[src/rtl/fetch_align.sv]
// Fetch sequencer and halfword aligner: word fetches in, one 16/32-bit
// instruction per handshake out, with redirect flush and stale-response drop.
module fetch_align #(
  parameter logic [31:0] RESET_PC = 32'h0000_0000,
  parameter int          DEPTH_HW = 4
) (
  input  logic        I_clk,
  input  logic        I_rst,
  input  logic        I_redirect,
  input  logic [31:0] I_redirect_pc,
  output logic        O_mem_req,
  output logic [31:0] O_mem_addr,
  input  logic        I_mem_valid,
  input  logic [31:0] I_mem_data,
  output logic        O_valid,
  output logic [31:0] O_instr,
  output logic        O_len,
  output logic [31:0] O_pc,
  input  logic        I_ready
);

  localparam int PW = $clog2(DEPTH_HW);
  localparam int CW = PW + 1;

  typedef enum logic [1:0] {
    IDLE = 2'd0,
    WAIT = 2'd1,
    DROP = 2'd2
  } state_e;

  state_e          state_q, state_d;
  logic [CW-1:0]   count_q, count_d;
  logic [PW-1:0]   head_q, head_d;
  logic [15:0]     buf_q [DEPTH_HW];
  logic [15:0]     buf_d [DEPTH_HW];
  logic [31:0]     pc_q, pc_d;
  logic [31:0]     faddr_q, faddr_d;
  logic            skip_q, skip_d;

  logic [15:0]     h0, h1;
  logic            is32, avail, pop, push;
  logic [PW-1:0]   tail, tail1;
  logic [CW-1:0]   npush, npop;

  assign h0    = buf_q[head_q];
  assign h1    = buf_q[head_q + PW'(1)];
  assign is32  = (h0[1:0] == 2'b11);
  assign avail = (count_q != '0 && !is32)
              || (is32 && count_q >= CW'(2));
  assign pop   = avail && I_ready && !I_redirect;
  assign push  = (state_q == WAIT) && I_mem_valid && !I_redirect;
  assign tail  = head_q + count_q[PW-1:0];
  assign tail1 = tail + PW'(1);

  always_ff @(posedge I_clk or posedge I_rst) begin
    if (I_rst) state_q <= IDLE;
    else       state_q <= state_d;
  end

  always_comb begin
    state_d = state_q;
    unique case (state_q)
      IDLE: if (O_mem_req) state_d = WAIT;
      WAIT: begin
        if (I_mem_valid)     state_d = IDLE;
        else if (I_redirect) state_d = DROP;
      end
      DROP: if (I_mem_valid) state_d = IDLE;
      default: state_d = IDLE;
    endcase
  end

  always_comb begin
    O_mem_req  = (state_q == IDLE) && !I_redirect && !I_rst
              && (count_q <= CW'(DEPTH_HW - 2));
    O_mem_addr = faddr_q;
    O_valid    = avail;
    O_len      = avail && is32;
    O_pc       = pc_q;
    O_instr    = '0;
    if (avail) O_instr = is32 ? {h1, h0} : {16'h0000, h0};
  end

  always_comb begin
    buf_d   = buf_q;
    head_d  = head_q;
    count_d = count_q;
    pc_d    = pc_q;
    faddr_d = faddr_q;
    skip_d  = skip_q;
    npush   = '0;
    npop    = '0;
    if (I_redirect) begin
      count_d = '0;
      pc_d    = I_redirect_pc & ~32'h1;
      faddr_d = I_redirect_pc & ~32'h3;
      skip_d  = I_redirect_pc[1];
    end else begin
      if (push) begin
        // after a mid-word redirect the low halfword precedes the target
        if (skip_q) begin
          buf_d[tail] = I_mem_data[31:16];
          npush       = CW'(1);
          skip_d      = 1'b0;
        end else begin
          buf_d[tail]  = I_mem_data[15:0];
          buf_d[tail1] = I_mem_data[31:16];
          npush        = CW'(2);
        end
        faddr_d = faddr_q + 32'd4;
      end
      if (pop) begin
        npop   = is32 ? CW'(2) : CW'(1);
        head_d = head_q + npop[PW-1:0];
        pc_d   = pc_q + (is32 ? 32'd4 : 32'd2);
      end
      count_d = count_q + npush - npop;
    end
  end

  always_ff @(posedge I_clk or posedge I_rst) begin
    if (I_rst) begin
      count_q <= '0;
      head_q  <= '0;
      pc_q    <= RESET_PC & ~32'h1;
      faddr_q <= RESET_PC & ~32'h3;
      skip_q  <= RESET_PC[1];
    end else begin
      count_q <= count_d;
      head_q  <= head_d;
      pc_q    <= pc_d;
      faddr_q <= faddr_d;
      skip_q  <= skip_d;
    end
  end

  always_ff @(posedge I_clk) begin
    buf_q <= buf_d;
  end

endmodule

[config.mk]
export PLATFORM = sky130hd
export DESIGN_NAME = fetch_align
export DESIGN_NICKNAME = d
export VERILOG_FILES = /design/src/rtl/fetch_align.sv
export SDC_FILE = /design/constraint.sdc
export NUM_CORES = 1
export LEC_CHECK = 0
export ABC_AREA = 0
export ABC_CLOCK_PERIOD_IN_PS = 6900
export BUFFER_PORTS_ARGS = -buffer_cell sky130_fd_sc_hd__buf_2
export CAP_MARGIN = 5
export CORE_MARGIN = 5
export CORE_UTILIZATION = 55
export DETAILED_ROUTE_END_ITERATION = 8
export HOLD_SLACK_MARGIN = 0.03
export PLACE_DENSITY_LB_ADDON = 0.3
export SLEW_MARGIN = 20
export SYNTH_ARGS = -nofsm -noshare
export SYNTH_HDL_FRONTEND = slang
export SYNTH_SLANG_ARGS = --single-unit
[constraint.sdc]
create_clock -name I_clk -period 6.9 [get_ports I_clk]
set_input_delay 1.38 -clock I_clk [delete_from_list [all_inputs] [get_ports I_clk]]
set_output_delay 1.38 -clock I_clk [all_outputs]
set_load 0.05 [all_outputs]
==> metrics.md <==
| Metric | Value |
|---|---|
| Root buffer cell | `clkbuf_16` |
| Ys Warns | `0` |
| CP arrival | `3.13 ns` |
| Chip Height | `135 um` |
| Fillers | `~1,300` |
| Post-synthesis sequential area ratio | `0.423` |
| Worst Hold Slack | `between 0.5 and 0.6 ns` |
| Antenna cells | `0` |
| Die W | `~140 um` |
| Ys async rst share | `0.519` |
| Pwr Total | `~4.0 mW` |
| Crit end category | `primary output` |
| WP data required | `between 5 and 6 ns` |
| Largest net degree at the start of global routing | `about 120` |
| # clock sinks | `around 130` |
| Routed len/inst | `19.3 um` |
| Max VDD drop | `between 200 and 250 uV` |
| Area of the multi-input gates | `approximately 4600 um2` |
| Worst-path clk slew | `0.06 ns` |
| Post-route cell area | `10,100 um2` |
| Max-cap violations | `0` |
| Setup TNS | `0 ns` |
| # IOs | `168` |
| Register bit total from synthesis | `133` |
| Synth unique cells | `56` |
| Util after Layout | `0.659` |
| Met1 wire length | `9230 um` |
| Vias | `~7,300` |
| Gr ovfl total | `0` |
| Core Region | `between 15,000 and 20,000 um2` |
| Via density | `5.99` |
| DR WL met2 | `approximately 12,000 um` |
| RSZ-0062 raised after global routing | `no` |
| Synthesized cell area | `8620 um2` |
| Post-synth EDFFs | `64` |
| Sequential cell area | `around 3700 um2` |
| Total GRT Usage | `0.260` |
| Vias in the first global route | `approximately 7,000` |
| Detail Route met3 WL | `2040 um` |
| Clock buffer depth | `2` |
| Hold Buf Count CTS | `0` |
| Max Clock Freq | `about 220 MHz` |
| Syn Inst Count | `between 800 and 900` |
| Residual DRC | `0` |
| Avg Cell Area, Syn | `around 9.8 um2` |
| Final Hold Fails | `0` |
| Main synth FF type | `dfrtp_1` |
| Number of core rows | `45` |
| H-tree Lvls | `4` |
| I/O Buffers | `163` |
| First-pass GRT wire length | `37,400 um` |
| Worst Skew | `about 0.0077 ns` |
| Router iterations before antenna repair | `5` |
| Max Slew Vio Count | `0` |
| HP Class | `reg -> reg` |
| CTS tree | `built` |
| Initial antenna violation count | `1` |
| Initial Util | `0.563` |
| Setup violations, final | `0` |
| Final worst path period share | `0.654` |
| Worst-Skew Late Latency | `around 0.42 ns` |
| Post-route antenna net violation count | `0` |
| CTS Buf Count | `17` |
| Critical Path Source Type | `flop` |
| Die ar. | `roughly 18,000 um2` |
| Aggregate routed wire length | `around 24,000 um` |
| Crit path time final | `~4.5 ns` |
| Top sig layer | `met5` |
| Iter 0 DRT Violations | `slightly below 700` |
| Status | `complete, no violations` |
| Crit path kind | `reg -> out` |
| CTS resizes | `0` |
| Pwr Density | `between 300 and 400 nW/um2` |
| DPL Wire Length | `16,200 um` |
| CP max FO | `35` |
| Post CTS Setup Buffer Count | `0` |
| Area grow syn2layout | `17.1%` |
| Placer Congestion | `approximately 0.8` |
| Relative slew slack | `0.295` |
| Static Leak | `between 3 and 4 nW` |
| Measured slew at the worst slew-check pin | `1.05 ns` |
| NumNets Final | `approximately 1,100` |
| Placed Area | `approximately 9500 um2` |
| Layout cells sized above 1 | `0.277` |
area by class of cell:
type                       count  area share
clock inverter                14      0.0138
timing repair buffer         179      0.0927
clock buffer                  17      0.0421
inverter                      25     0.00929
sequential                   133       0.361
tap                          211      0.0261
multi-input combinational    646       0.455
metrics by stage:
step / setup slack, ns / cells
after floorplan: 1.97 / 885
after global placement: 2.63 / 1194
after detailed placement: 2.54 / 1194
after CTS: 2.15 / 1225
after global routing: 2.25 / 1225
final: 2.39 / 1225
sequential cells by signal (all words and copies together) (netlist names):
name,cells
state_q,2
O_pc,31
skip_q,1
count_q,3
head_q,2
buf_q,64
O_mem_addr,30
kinds of logic (layout without fill, tap and decap cells):
family / after synthesis / in the layout / share of synthesized area
AND/OR/NAND/NOR: 303 / 303 / 0.171
AO/OA/AOI/OAI: 203 / 203 / 0.146
buffers and inverters: 106 / 235 / 0.0501
XOR/XNOR: 53 / 53 / 0.0538
flip-flops: 133 / 133 / 0.423
other: 1 / 3 / 0.000435
multiplexers: 66 / 66 / 0.127
adder cells (fa/ha/maj): 18 / 18 / 0.0287
cell usage after synthesis (6+ instances only):
cell      count  area [um2]
nand2_1      84         315
buf_2         6        30.0
mux2_2       29         327
nand4_1      17         106
xor2_1       19         166
edfxtp_1     64        1920
nor3_1       15        75.1
inv_1        24        90.1
xnor2_1      34         298
nor4_1        9        56.3
a21oi_1      66         330
dfrtp_1      69        1730
o21ai_0      61         305
nor2b_1      36         225
a22oi_1      16         120
ha_1         15         188
o211ai_1      7        52.6
mux4_2       32         721
clkbuf_1     59         221
nor2_1       61         229
nand3_1      50         250
o31a_1        6        52.6
a221oi_1     17         149
nand2b_1      7        43.8
buf_1        11        41.3
per-layer routing:
metal | vias up | GRT usage
met4 | 2 | 0.0913
met1 | 3457 | 0.336
met5 | - | 0
li1 | 3460 | -
met2 | 367 | 0.441
met3 | 55 | 0.0505
power breakdown:
part           leakage, nW  switching, mW  internal [mW]  total [mW]
Combinational         2.27           1.38          0.680        2.06
Clock                0.266          0.344          0.525       0.869
Sequential            1.39         0.0699          0.975        1.04
worst paths after layout:
kind	start	end	slack, ns	cells after the start
max in group asynchronous	I_rst	O_mem_addr[6]$_DFFE_PP0N_	4.87	3
worst min register to register	O_mem_addr[31]$_DFFE_PP0N_	O_mem_addr[31]$_DFFE_PP0N_	0.58	2
worst max register to register	head_q[0]$_DFFE_PP0P_	O_pc[15]$_DFFE_PP0N_	2.53	12
worst min-delay path	O_mem_addr[31]$_DFFE_PP0N_	O_mem_addr[31]$_DFFE_PP0N_	0.58	2
min in group asynchronous	I_rst	state_q[0]$_DFFE_PP0P_	1.08	2
worst max-delay path	head_q[0]$_DFFE_PP0P_	O_instr[6]	2.39	6
critical path: stages, from the launching register on:
cell,delay (ns)
dfrtp_1,0.32
buf_4,0.44
mux4_2,0.68
a21o_1,0.25
and2_1,0.42
nor2b_1,0.28
buf_2,0.30
placed cells by master (no fill, tap or decap), drive strengths merged, types with 25 or more instances in the layout:
master | synthesis | routed
nand2 | 84 | 84
inv | 25 | 25
nor2 | 61 | 61
edfxtp | 64 | 64
buf | 22 | 179
mux4 | 32 | 32
xnor2 | 34 | 34
nor2b | 36 | 36
dfrtp | 69 | 69
nand3 | 50 | 50
a21oi | 66 | 66
o21ai | 63 | 63
mux2 | 29 | 29
Power figures use the tool's default switching activity.
